===== src/rtl/led_sequencer.sv =====
// LED sequencer: DECODE of a select input, or a prescaled CHASE, BOUNCE or FILL
// animation across N_LEDS outputs. All outputs are registered.
module led_sequencer #(
   parameter int unsigned N_LEDS   = 7,
   parameter int unsigned PRESCALE = 4,
   localparam int unsigned IDX_W   = $clog2(N_LEDS + 1)
) (
   input  logic              clk,
   input  logic              rst_n,
   input  logic              en,
   input  logic [1:0]        mode,
   input  logic [IDX_W-1:0]  sel,
   output logic [N_LEDS-1:0] led,
   output logic [IDX_W-1:0]  pos,
   output logic              wrap
);

   localparam int unsigned CNT_W = (PRESCALE > 1) ? $clog2(PRESCALE) : 1;
   localparam logic [CNT_W-1:0] CntLast = CNT_W'(PRESCALE - 1);
   localparam logic [IDX_W-1:0] PosLast = IDX_W'(N_LEDS - 1);

   typedef enum logic [1:0] {
      ModeDecode = 2'b00,
      ModeChase  = 2'b01,
      ModeBounce = 2'b10,
      ModeFill   = 2'b11
   } mode_e;

   typedef enum logic {
      DirUp   = 1'b0,
      DirDown = 1'b1
   } dir_e;

   mode_e             mode_q, mode_d;
   dir_e              dir_q, dir_d;
   logic [CNT_W-1:0]  cnt_q, cnt_d;
   logic [IDX_W-1:0]  pos_q, pos_d;
   logic [N_LEDS-1:0] led_q, led_d;
   logic              wrap_q, wrap_d;
   logic              tick;
   mode_e             mode_in;

   // Bit (sel-1) set for 1 <= sel <= N_LEDS; anything else lights nothing.
   function automatic logic [N_LEDS-1:0] decode(input logic [IDX_W-1:0] s);
      logic [N_LEDS-1:0] r;
      r = '0;
      for (int unsigned i = 0; i < N_LEDS; i++) begin
         r[i] = (s == IDX_W'(i + 1));
      end
      return r;
   endfunction

   function automatic logic [N_LEDS-1:0] onehot(input logic [IDX_W-1:0] p);
      logic [N_LEDS-1:0] r;
      r = '0;
      for (int unsigned i = 0; i < N_LEDS; i++) begin
         r[i] = (p == IDX_W'(i));
      end
      return r;
   endfunction

   function automatic logic [N_LEDS-1:0] thermo(input logic [IDX_W-1:0] p);
      logic [N_LEDS-1:0] r;
      r = '0;
      for (int unsigned i = 0; i < N_LEDS; i++) begin
         r[i] = (IDX_W'(i) <= p);
      end
      return r;
   endfunction

   function automatic logic [N_LEDS-1:0] pattern(input mode_e m, input logic [IDX_W-1:0] p,
                                                 input logic [IDX_W-1:0] s);
      logic [N_LEDS-1:0] r;
      unique case (m)
         ModeDecode: r = decode(s);
         ModeFill:   r = thermo(p);
         default:    r = onehot(p);
      endcase
      return r;
   endfunction

   assign mode_in = mode_e'(mode);
   assign tick    = en && (cnt_q == CntLast);

   // Next-state: mode change beats everything, DECODE tracks sel, else prescaled stepping.
   always_comb begin
      mode_d = mode_q;
      dir_d  = dir_q;
      cnt_d  = cnt_q;
      pos_d  = pos_q;
      led_d  = led_q;
      wrap_d = 1'b0;
      if (mode_in != mode_q) begin
         // Any step due this cycle is discarded.
         mode_d = mode_in;
         dir_d  = DirUp;
         cnt_d  = '0;
         pos_d  = '0;
         led_d  = pattern(mode_in, '0, sel);
      end else if (mode_q == ModeDecode) begin
         cnt_d = '0;
         pos_d = '0;
         led_d = decode(sel);
      end else if (tick) begin
         cnt_d = '0;
         unique case (mode_q)
            ModeChase, ModeFill: begin
               if (pos_q == PosLast) begin
                  pos_d  = '0;
                  wrap_d = 1'b1;
               end else begin
                  pos_d = pos_q + 1'b1;
               end
            end
            ModeBounce: begin
               if (N_LEDS == 1) begin
                  // A single LED has nowhere to go; every step is a full bounce.
                  pos_d  = '0;
                  wrap_d = 1'b1;
               end else if (dir_q == DirUp) begin
                  pos_d = pos_q + 1'b1;
                  if (pos_d == PosLast) dir_d = DirDown;
               end else begin
                  pos_d = pos_q - 1'b1;
                  if (pos_d == '0) begin
                     dir_d  = DirUp;
                     wrap_d = 1'b1;
                  end
               end
            end
            default: ;
         endcase
         led_d = pattern(mode_q, pos_d, sel);
      end else if (en) begin
         cnt_d = cnt_q + 1'b1;
      end
   end

   // State register with asynchronous clear.
   always_ff @(posedge clk or negedge rst_n) begin
      if (!rst_n) begin
         mode_q <= ModeDecode;
         dir_q  <= DirUp;
         cnt_q  <= '0;
         pos_q  <= '0;
         led_q  <= '0;
         wrap_q <= 1'b0;
      end else begin
         mode_q <= mode_d;
         dir_q  <= dir_d;
         cnt_q  <= cnt_d;
         pos_q  <= pos_d;
         led_q  <= led_d;
         wrap_q <= wrap_d;
      end
   end

   assign led  = led_q;
   assign pos  = pos_q;
   assign wrap = wrap_q;

endmodule


===== config.mk =====
export PLATFORM = sky130hd
export DESIGN_NAME = led_sequencer
export DESIGN_NICKNAME = d
export VERILOG_FILES = /design/src/rtl/led_sequencer.sv
export SDC_FILE = /design/constraint.sdc
export NUM_CORES = 1
export LEC_CHECK = 0
export ABC_AREA = 1
export CAP_MARGIN = 0
export CORE_MARGIN = 2
export CORE_UTILIZATION = 25
export DETAILED_ROUTE_END_ITERATION = 16
export DONT_BUFFER_PORTS = 1
export HOLD_SLACK_MARGIN = 0.12
export PLACE_DENSITY = 0.5
export SETUP_SLACK_MARGIN = 0.4
export SYNTH_ARGS = -nofsm -noshare
export SYNTH_HDL_FRONTEND = slang
export SYNTH_SLANG_ARGS = --single-unit
export TNS_END_PERCENT = 20

===== constraint.sdc =====
create_clock -name clk -period 2 [get_ports clk]
set_clock_uncertainty 0.1 [all_clocks]
set_input_delay 0 -clock clk [delete_from_list [all_inputs] [get_ports clk]]
set_output_delay 0 -clock clk [all_outputs]
set_load 0.05 [all_outputs]

Word-level counts from Yosys, hierarchy flattened. Index checks and enable logic that the tools add are counted.

$add $sub $neg: 3. Multiply operators: 0. Divide/modulo/power cells: 0. $lt $le $gt $ge: 7. Equality and inequality tests: 21. Shifts and indexed selects: 0. Muxes and demuxes: 32. Bitwise gates (word level): 0. Reduce and logical (&&, ||, !) cells: 11.

Operators by type and width (count): two-way mux 7 bit (5); equality test 3 bit, second input constant (9); two-way mux 3 bit (8); two-way mux 1 bit (13); equality test 3 x 2 -> 1 bit, second input constant (4); less-or-equal comparator 3 bit, first input constant (3); two-way mux 2 bit (4); equality test 2 bit, second input constant (3); equality test 3 x 1 -> 1 bit, second input constant (2); less-or-equal comparator 1 x 3 -> 1 bit, first input constant (2); less-or-equal comparator 2 x 3 -> 1 bit, first input constant (2); logical NOT 3 bit (2); case mux 3 bit (2 select lines) (1); logical NOT 2 bit (2); nonzero test 2 bit (2); nonzero test 4 bit (1); adder 3 x 1 -> 3 bit, second input constant (1); AND reduction 3 bit (1); nonzero test 3 bit (1); subtractor 3 x 1 -> 3 bit, second input constant (1); adder 2 x 1 -> 2 bit, second input constant (1); equality test 2 x 1 -> 1 bit, second input constant (1); inequality test 2 bit (1); inequality test 2 bit, second input constant (1); other kinds (3) (3).

Register bits: 16. Bits in latches: 0. Bits in writable memories: 0. Memory bits (read-only): 0. Bits of input ports: 8. Memories kept: 0.

Depth between registers and ports, before layout. Gate-level depths: netlist of run 1.

Depth in word-level cells: 11. Depth in mapped cells: 11.

Worst setup path before layout of run 1. Ideal clock, no wire load.

Path type: register to register. Start: register pos_q[0] (netlist: pos[0]). End: register led_q[1] (netlist: led[1]). Library setup time: 0.077 ns. Arrival: 1.901 ns. Required time: 1.823 ns. Slack: -0.078 ns. Cell stages (with the launch flop): 12. Period minus slack after synthesis: 2.078 ns. Cells stage by stage: dfrtp_1 inv_1 ha_1 nand2_1 inv_1 o21ai_1 nand3_2 nand2_1 nor2_1 nor2_1 nand2_1 a21oi_1.

Word-level cells in the longest chain between the ends: 11. Elaborated cells between the ends (all ways): 15. Those cells by class: add/sub: 2; order compare: 1; eq/ne: 2; mux: 10.

RTL lines: start, declared (RTL line 37) `logic [IDX_W-1:0] pos_q, pos_d;`; start signal, assigned (RTL line 152) `pos_q <= pos_d;`; adder 3 x 1 -> 3 bit (tied with other cells) (RTL line 112, 121); two-way mux 3 bit, on equally long branches (RTL line 120, 108); case mux 3 bit (2 select lines) * (RTL line 106) `unique case (mode_q)`; two-way mux 3 bit * (RTL line 104) `end else if (tick) begin`; two-way mux 3 bit * (RTL line 100) `end else if (mode_q == ModeDecode) begin`; two-way mux 3 bit * (RTL line 93) `if (mode_in != mode_q) begin`; less-or-equal comparator 1 x 3 -> 1 bit / equality test 3 x 1 -> 1 bit (equally long branches) (RTL line 66, 57); two-way mux 7 bit *; two-way mux 7 bit * (RTL line 104); two-way mux 7 bit * (RTL line 100); two-way mux 7 bit * (RTL line 93); end signal, assigned (RTL line 153) `led_q <= led_d;`; end, declared (RTL line 38) `logic [N_LEDS-1:0] led_q, led_d;`.

Every way passes the cells marked *; elsewhere a longest branch is shown, timed or not. The select of a mux whose other input is x is not followed. A chain may end at the register's enable or synchronous reset.

Worst setup path in the final report of run 1. Same ends and word-level chain as after synthesis.

==> results of run 1 <==
## worst max-delay path, stage by stage (launching register included)
cell,delay [ns]
dfrtp_2,0.44
inv_4,0.08
ha_4,0.20
nand2_1,0.06
inv_1,0.04
o21ai_2,0.16
nand3_4,0.14
nand2_2,0.10
nor2_1,0.05
nor2_1,0.08
nand2_1,0.06
a21oi_1,0.13
## layout by cell type (no fill, tap or decap)
master	Yosys	routed
nor3_1	2	2
mux2i_1	1	1
a31oi_1	4	4
nor2_1	19	19
xnor2_1	1	1
o21ai_2	0	1
a21oi_2	1	2
inv_1	17	15
nand3_2	4	3
o21ai_1	2	2
xnor2_2	1	1
nand2_1	27	24
clkbuf_8	0	4
o22ai_2	3	3
nand3_1	7	7
nand3_4	1	2
nand3b_1	1	1
ha_4	0	1
nand2_2	0	3
buf_4	0	8
ha_1	5	3
dfrtp_1	16	13
dfrtp_2	0	3
a221oi_1	1	1
inv_4	0	2
dlygate4sd3_1	0	8
ha_2	0	1
inv_2	5	5
o41ai_1	1	1
nor2_8	1	1
a21oi_1	13	12
nor2_2	2	2
xnor2_4	1	1
## routing by layer
| layer | vias up | global-route usage (%) |
|---|---|---|
| li1 | 492 | - |
| met2 | 19 | 20.5 |
| met5 | - | 0 |
| met4 | 0 | 1.89 |
| met3 | 2 | 3.70 |
| met1 | 446 | 13.7 |
## sequential cells by signal (all words and copies together), names as in the netlist
register / flops
dir_q: 1
mode_q: 2
cnt_q: 2
wrap: 1
led: 7
pos: 3
## kinds of logic after synthesis
logic type	count (synthesis)	share of synthesized area, %
buffers and inverters	26	10.0
and+or+nand+nor	64	28.1
xor gates and xnor gates	3	4.68
DFF	16	35.7
muxes	1	0.892
AOI/OAI and AO/OA	26	15.0
adders and majority gates	5	5.57
## where the power goes
part / switching, µW / leakage (µW) / internal (µW)
sequential: 84.1 / 0.000206 / 344
combinational: 82.0 / 0.000432 / 56.0
clock: 110 / 0.0000288 / 174
total: 276 / 0.000667 / 575
## final cells by class
| type | instances | share of cell area, % |
|---|---|---|
| sequential | 16 | 28.9 |
| tap | 52 | 4.65 |
| clock buffer | 4 | 3.94 |
| inverter | 22 | 6.26 |
| timing repair buffer | 16 | 10.0 |
| multi-input combinational | 99 | 46.2 |
## final timing paths
check | from | end | slack (ns) | cells past startpoint
max | pos[0] | led[1] | 0.26 | 11
min | rst_n | led[1] | 0.16 | 1
max reg2reg | pos[0] | led[1] | 0.26 | 11
min reg2reg | cnt_q[1] | cnt_q[1] | 0.46 | 2
max in group asynchronous | rst_n | pos[1] | 1.13 | 1
min in group clk | mode[1] | mode_q[1] | 0.32 | 1
## metrics by stage
step / utilization (%) / cells / cell area, µm² / power [µW]
after CTS: 31.9 / 209 / 1390 / 864
final: 32.1 / 209 / 1400 / 851
after global routing: 32.1 / 209 / 1400 / 904
after global placement: 27.7 / 193 / 1200 / 541
after floorplan: - / 141 / 1140 / 524
after detailed placement: 27.7 / 193 / 1200 / 541
## timing repair
action	CTS	global route
setup endpoints to repair	9	9
endpoints found under the hold margin	28	0
resized for setup	7	3
hold buffers	8	0
buffers inserted	4	0
pin swaps	2	0
==> metrics, run 1 <==
setup TNS 0 ns; Final Setup Violations 0; WL/cell approximately 13 µm; fin nets about 170; largest net degree at the start of global routing 17; wirelength, routed 2680 µm; IO Port Bufs 0; Crit. End Element flip-flop; starting DRC count in detailed routing 26; Clock Sinks 16; post-route minimum period approximately 1.7 ns; fillcell total 458; Met3 Routed Length a little under 100 µm; Synth area leaders dfrtp_1 (36%), nand2_1 (9.0%), nor2_1 (6.4%), a21oi_1 (5.8%), inv_1 (5.7%); layout cells sized above 1 27.4%; antenna cells 0; Final Hold Slack around 0.16 ns; synth warn 0; Die Wd between 70 and 80 µm; Top Ports 19; Avg Cell Area, Syn about 8.0 µm²; Leak about 0.00067 µW; Startpoint Class flip-flop; VDD IR max around 0.40 mV; Fin. Hold Viols 0; Synth Register Bits 16; Synth Instances around 140; Final Cycle Share about 87%; worst setup margin 0.264 ns; initial core utilization between 20% and 30%; FMAX about 580 MHz; Clock Latency Late Sink ~0.25 ns; Clk pin slew, worst setup/hold paths 0.06 ns; total core area around 4400 µm²; worst min path class input pin to asynchronous set/reset pin; area of the multi-input gates between 600 and 700 µm²; die area 5040 µm²; Syn Nets 154; met2 WL 1320 µm; fin. max-slew vios 0; Cell Pwr Density 608 nW/µm²; synthesized area about 1100 µm²; # DRC 0; vias about 960; worst-path fanout max 7; antenna violations before repair 0; first-pass GRT wire length between 4000 and 5000 µm; TritonRoute pass-1 iters 4; CP arrival about 1.8 ns; vias in the first global route just over 1000; CTS buffer count 3; Post-synth top cells nand2_1 (27), nor2_1 (19), inv_1 (17); Slew HR between 50% and 60%; Row Count 24; detailed placement HPWL about 2000 µm; Async S/R FF share, synth 100%; Synth top area share a little over a third; H-tree lvl count 1; Synth cell types 27; unrepaired setup endpoints after global routing yes; met1 wire length between 1000 and 1500 µm; area grow syn2layout 24.6%; dominant synthesized flop cell dfrtp_1; register area about 400 µm²; Root Driver clkbuf_8; worst slack, placed approximately 0.15 ns; Routability Congestion slightly below 0.9; sequential area share after synthesis 35.7%; count leader, synth nand2_1; Top Metal Used met4; post-route ant nets 0; largest area contributor in the netlist dfrtp_1; CTS tree yes; Max-Cap Viols 0; total track usage 11.5%; vias per inst around 4.6; status complete, no violations; Die Y 71 µm; EDFF count, synth 0; clock buffer depth 2; Crit path required time just over 2 ns; Crit Path Category flip-flop to flip-flop; Overflow after GRT 0; Worst-Margin Slew roughly 0.74 ns
No activity file was read; power rests on OpenSTA's default activity.
==> inputs of run 2 (changes only) <==
==> constraint.sdc (replaced) <==
create_clock -name clk -period 1.6 [get_ports clk]
set_clock_uncertainty 0.1 [all_clocks]
set_input_delay 0 -clock clk [delete_from_list [all_inputs] [get_ports clk]]
set_output_delay 0 -clock clk [all_outputs]
set_load 0.05 [all_outputs]
==> run 2 against run 1 <==
The flow now finishes with violations (negative setup slack). Non-clock buffer count up 16. Worst setup slack worse by 0.36 ns. Sequential power up 5.6%. Via count up 9.0%. Largest cell class unchanged. Highest routed layer unchanged.
==> metrics, run 2 (same netlist as run 1, synthesis figures left out) <==
status finished, violations left (was complete, no violations); failing checks negative setup slack; Crit. End Element flip-flop (unchanged); post-route ant nets 0 (unchanged); Final Setup Violations 8 (was 0); fin nets 187 (was 171); post-route minimum period 1.70 ns (was 1.74 ns); VDD IR max 0.374 mV (was 0.397 mV); die area 5040 µm² (unchanged); FMAX 589 MHz (was 576 MHz); Fin. Hold Viols 0 (unchanged); starting DRC count in detailed routing 41 (was 26); WL/cell 12.6 µm (was 12.8 µm); vias 1045 (was 959); IO Port Bufs 0 (unchanged); vias per inst 4.64 (was 4.59); Clock Sinks 16 (unchanged); Overflow after GRT 0 (unchanged); total core area 4350 µm² (unchanged); clock buffer depth 2 (unchanged); first-pass GRT wire length 4680 µm (was 4620 µm); area grow syn2layout 38.7% (was 24.6%); Row Count 24 (unchanged); worst min path class input pin to asynchronous set/reset pin (unchanged); antenna cells 0 (unchanged); CTS buffer count 3 (unchanged); Die Y 71 µm (unchanged); fin. max-slew vios 0 (unchanged); largest net degree at the start of global routing 17 (unchanged); fillcell total 442 (was 458); commonest non-fill, non-tap cell in the layout buf_4 (was nand2_1); Final Cycle Share 106% (was 86.8%); max reg flops 7 (unchanged); unrepaired setup endpoints after global routing yes (unchanged); Root Driver clkbuf_8 (unchanged); Top Ports 19 (unchanged); Clk pin slew, worst setup/hold paths 0.07 ns (was 0.06 ns); antenna violations before repair 0 (unchanged); wirelength, routed 2830 µm (was 2680 µm); Slew HR 47.9% (was 50.3%); layout cells sized above 1 40.5% (was 27.4%); Worst-Margin Slew 0.779 ns (was 0.743 ns); vias in the first global route 1019 (was 1020); total track usage 11.9% (was 11.5%); worst setup margin -0.0984 ns (was 0.264 ns); worst slack, placed -0.145 ns (was 0.155 ns); CTS tree yes (unchanged); Startpoint Class flip-flop (unchanged); setup TNS -0.626 ns (was 0 ns); Crit Path Category flip-flop to flip-flop (unchanged); Routability Congestion 0.867 (was 0.893); most frequent cells in the layout buf_4 (24), nand2_1 (23), nor2_1 (17) (was nand2_1 (24), nor2_1 (19), inv_1 (15)); post-layout power 1150 µW (was 851 µW); H-tree lvl count 1 (unchanged); detailed placement HPWL 2080 µm (was 2030 µm); CP arrival 1.74 ns (was 1.81 ns); Crit path required time 1.64 ns (was 2.07 ns); Leak 0.000739 µW (was 0.000667 µW); # DRC 0 (unchanged); initial core utilization 25.8% (unchanged); Cell Pwr Density 739 nW/µm² (was 608 nW/µm²); worst-path fanout max 7 (unchanged); Clock Latency Late Sink 0.26 ns (was 0.25 ns); TritonRoute pass-1 iters 4 (unchanged); Die Wd 71 µm (unchanged); Max-Cap Viols 0 (unchanged)
## run 2: cell types whose count changed in the layout (fill, tap and decap cells not counted), moves of 2 or more
cell / change
nor2_2: +2
a21oi_1: -2
inv_2: +2
buf_4: +16
a21oi_2: +2
nor2_1: -2
inv_1: -2
## run 2: what timing repair did
action,CTS,global route
setup endpoints to repair,14,14
pin swaps,14,7
resized for setup,15,7
hold buffers,7,0
hold endpoints to repair,28,0
cloned,0,0
buffers inserted,2,2
## run 2: worst paths after layout
check	startpoint	cells past startpoint	to	slack [ns]
min reg2reg	led[6]	2	led[6]	0.41
max reg2reg	pos[0]	11	led[1]	-0.1
min	rst_n	1	pos[2]	0.16
max	pos[0]	11	led[1]	-0.1
min in group clk	mode[1]	1	mode_q[1]	0.30
max in group asynchronous	rst_n	1	mode_q[0]	0.70
## run 2: power breakdown
group	switching (µW)	leakage, µW	internal (µW)
sequential	21.3	0.000206	431
combinational	200	0.000504	116
clock	162	0.0000288	219
## run 2: critical path, cell delays in order (launching register included)
cell and delay [ns]:
dfrtp_2 0.44, inv_4 0.08, ha_1 0.21, nand2_1 0.11
nand2_1 0.10, nand2_1 0.09, nand3_4 0.11, nand2_2 0.07
nor2_1 0.10, nor2_1 0.05, nand2_1 0.08, a21oi_2 0.06
## run 2: final cells by class
class / count / area, µm² / share of cell area (%)
inverter: 22 / 87.6 / 5.63
clock buffer: 4 / 55.1 / 3.54
sequential: 16 / 404 / 26.0
multi-input combinational: 99 / 683 / 43.9
tap: 52 / 65.1 / 4.18
timing repair buffer: 32 / 262 / 16.8
## run 2: per-layer routing
metal / vias up / GRT usage (%) / share of wire, %
li1: 524 / - / -
met1: 501 / 15.3 / 45
met2: 16 / 19.6 / 51
met3: 4 / 2.42 / 2.5
met4: 0 / 4.40 / 1.2
met5: - / 0 / 0
## run 2: metrics by stage
stage                     instances  util [%]  cell area (µm²)  hold slack [ns]
after floorplan                 141         -             1140           -0.396
after global placement          210      30.6             1330           -0.395
after detailed placement        210      30.6             1330           -0.395
after CTS                       223      34.9             1520            0.208
after global routing            225      35.7             1560            0.232
final                           225      35.7             1560            0.161
==> inputs of run 3 (changes only) <==
--- a/config.mk
+++ b/config.mk
@@ -5,7 +5,7 @@
 export SDC_FILE = /design/constraint.sdc
 export NUM_CORES = 1
 export LEC_CHECK = 0
-export ABC_AREA = 1
+export ABC_AREA = 0
 export CAP_MARGIN = 0
 export CORE_MARGIN = 2
 export CORE_UTILIZATION = 25
==> run 3 against run 2 <==
The run ends with negative hold slack, negative setup slack left. Via count grew 10%. Sequential share of layout area shrank 2.4 points. Clock-buffer cell count is the same. Global-route usage grew 2.4 points. Combinational power shrank 31%. Flip-flop and latch count is the same. Non-clock buffer count grew 17. Hold slack lost 0.32 ns. Routed wire length grew 18%. Cell count grew 0.44%. Maximum frequency shrank 17%. Worst setup slack lost 0.35 ns. Largest power group unchanged.
==> metrics, run 3 <==
Startpoint Class flip-flop (unchanged); antenna violations before repair 0 (unchanged); Clock Sinks 16 (unchanged); Async S/R FF share, synth 100% (unchanged); Synth cell types 44 (was 27); CP arrival 2.12 ns (was 1.74 ns); layout cells sized above 1 40.2% (was 40.5%); number of cells on the critical path 7 (was 11); failing checks negative hold slack, negative setup slack (was negative setup slack); mux contribution to synthesized area 3.63% (was 0.892%); Final Cycle Share 128% (was 106%); CP startpoint pos[0] (unchanged); Crit. End Element flip-flop (unchanged); fin nets 188 (was 187); initial core utilization 26.0% (was 25.8%); Reg2Reg Depth 7 (was 11); Post-synth top cells nor2_1 (18), dfrtp_1 (16), nand2_1 (7) (was nand2_1 (27), nor2_1 (19), inv_1 (17)); Row Count 24 (unchanged); CP top delay family simple AND/OR/NAND/NOR gates (unchanged); H-tree lvl count 1 (unchanged); die area 5110 µm² (was 5040 µm²); unrepaired setup endpoints after global routing yes (unchanged); vias per inst 5.09 (was 4.64); IO Port Bufs 0 (unchanged); sequential area share after synthesis 35.2% (was 35.7%); Final Hold Slack -0.159 ns (was 0.161 ns); worst setup margin -0.444 ns (was -0.0984 ns); area grow syn2layout 50.2% (was 38.7%); Routability Congestion 0.850 (was 0.867); CP max stage cell or4_1 (was dfrtp_2); Overflow after GRT 0 (unchanged); crit path capture led[6] (was led[1]); CTS buffer count 3 (unchanged); vias in the first global route 1211 (was 1019); post-layout power 1010 µW (was 1150 µW); worst min path class input pin to flip-flop (was input pin to asynchronous set/reset pin); vias 1150 (was 1045); Top Ports 19 (unchanged); post-route ant nets 0 (unchanged); FMAX 489 MHz (was 589 MHz); Crit path required time 1.68 ns (was 1.64 ns); Syn Nets 144 (was 154); Clk pin slew, worst setup/hold paths 0.06 ns (was 0.07 ns); most frequent cells in the layout buf_4 (42), nor2_1 (17), dfrtp_1 (14) (was buf_4 (24), nand2_1 (23), nor2_1 (17)); WL/cell 14.8 µm (was 12.6 µm); Post-Synth XOR/XNOR Area 5.38% (was 4.68%); Synth top area share 35.2% (was 35.7%); clock buffer depth 2 (unchanged); total core area 4380 µm² (was 4350 µm²); dominant synthesized flop cell dfrtp_1 (unchanged); CTS tree yes (unchanged); first-pass GRT wire length 5760 µm (was 4680 µm); Worst-Margin Slew 0.756 ns (was 0.779 ns); Die Wd 71.5 µm (was 71 µm); total track usage 14.2% (was 11.9%); commonest non-fill, non-tap cell in the layout buf_4 (unchanged); Avg Cell Area, Syn 8.69 µm² (was 7.96 µm²); Die Y 71.5 µm (was 71 µm); worst r2r src pos[0] (unchanged); Root Driver clkbuf_8 (unchanged); # DRC 0 (unchanged); VDD IR max 0.489 mV (was 0.374 mV); Final Setup Violations 10 (was 8); Worst R2R Setup Slack -0.44 ns (was -0.1 ns); max reg flops 7 (unchanged); synth warn 0 (unchanged); detailed placement HPWL 2530 µm (was 2080 µm); Fin. Hold Viols 6 (was 0); TritonRoute pass-1 iters 4 (unchanged); post-route minimum period 2.04 ns (was 1.70 ns); Clock Latency Late Sink 0.25 ns (was 0.26 ns); worst-path fanout max 4 (was 7); Worst Hold Launch sel[0]; Synth Register Bits 16 (unchanged); CP Cell Sequence inv_4 -> ha_4 -> xnor2_4 -> a211oi_4 -> a21oi_2 -> or4_1 -> a21oi_1 (was inv_4 -> ha_1 -> nand2_1 -> nand2_1 -> nand2_1 -> nand3_4 -> nand2_2 -> nor2_1 -> nor2_1 -> nand2_1 -> a21oi_2); count leader, synth nor2_1 (was nand2_1); largest area contributor in the netlist dfrtp_1 (unchanged); main combinational cell family by area after synthesis simple AND/OR/NAND/NOR gates (unchanged); Synth area leaders dfrtp_1 (35%), nor2_1 (5.9%), ha_1 (5.5%), xnor2_1 (4.6%), mux2i_1 (2.6%) (was dfrtp_1 (36%), nand2_1 (9.0%), nor2_1 (6.4%), a21oi_1 (5.8%), inv_1 (5.7%)); Buf/Inv on CP 1 (unchanged); Max-Cap Viols 0 (unchanged); Post-Synth Adder-Cell Area 5.49% (was 5.57%); post-synthesis simple-gate area fraction 23.2% (was 28.1%); Synth Instances 131 (was 141); CTS Hold Bufs 7 (unchanged); Synth Area in Compound Gates 21.4% (was 15.1%); wirelength, routed 3340 µm (was 2830 µm); CP max stage delay 0.52 ns (was 0.44 ns); Slew HR 49.4% (was 47.9%); largest net degree at the start of global routing 17 (unchanged); EDFF count, synth 0 (unchanged); antenna cells 0 (unchanged); Cell Pwr Density 590 nW/µm² (was 739 nW/µm²); synthesized area 1140 µm² (was 1120 µm²); status finished, violations left (unchanged); Crit Path Category flip-flop to flip-flop (unchanged); Leak 0.000740 µW (was 0.000739 µW); r2r endpoint led[6] (was led[1]); fin. max-slew vios 0 (unchanged); starting DRC count in detailed routing 36 (was 41)
[run 3: report_power, final]
group	internal, µW	total, µW	switching, µW
Sequential	420	431	11.6
Clock	218	359	141
Combinational	93.9	218	124
[run 3: cell families after synthesis]
family	after synthesis
simple gates	51
flops	16
xor+xnor	7
mux	4
fa+ha+maj	5
buf+inv	14
compound gates	34
[run 3: worst min-delay path by stage]
stage / end / slack, ns / depth (start not counted)
floorplan: cnt_q[0] / -0.40 / 0
global placement: led[6] / -0.39 / 0
detailed placement: led[2] / -0.40 / 0
CTS: led[2] / -0.18 / 2
global route: led[2] / -0.16 / 2
finish: led[2] / -0.16 / 2
[run 3: repair_timing]
item	in CTS	in global routing
gates cloned	0	0
buffers inserted	2	0
endpoints found under the setup margin	14	14
pin swaps	3	2
resized for setup	7	9
endpoints found under the hold margin	31	6
[run 3: layer usage]
layer / wire (µm) / track usage [%]
met5: 0 / 0
met4: 8 / 1.26
met3: 156 / 3.80
met2: 1620 / 23.6
met1: 1560 / 19.5
[run 3: through the flow]
step	area, µm²	cells	util [%]	setup WS (ns)	setup TNS (ns)
final	1710	226	39.0	-0.444	-2.90
after global placement	1500	213	34.3	-0.528	-3.11
after global routing	1710	226	39.0	-0.525	-3.99
after detailed placement	1500	213	34.3	-0.519	-3.30
after CTS	1660	226	37.9	-0.484	-3.18
after floorplan	1200	131	-	-0.666	-4.01
[run 3: final cells by class]
class                   instances  area [µm²]
clock buffers                   4        55.1
multi-input cells             101         785
well taps                      52        65.1
fillers                       456        2670
repair buffers                 49         385
inverters                       4        17.5
flip-flops and latches         16         403
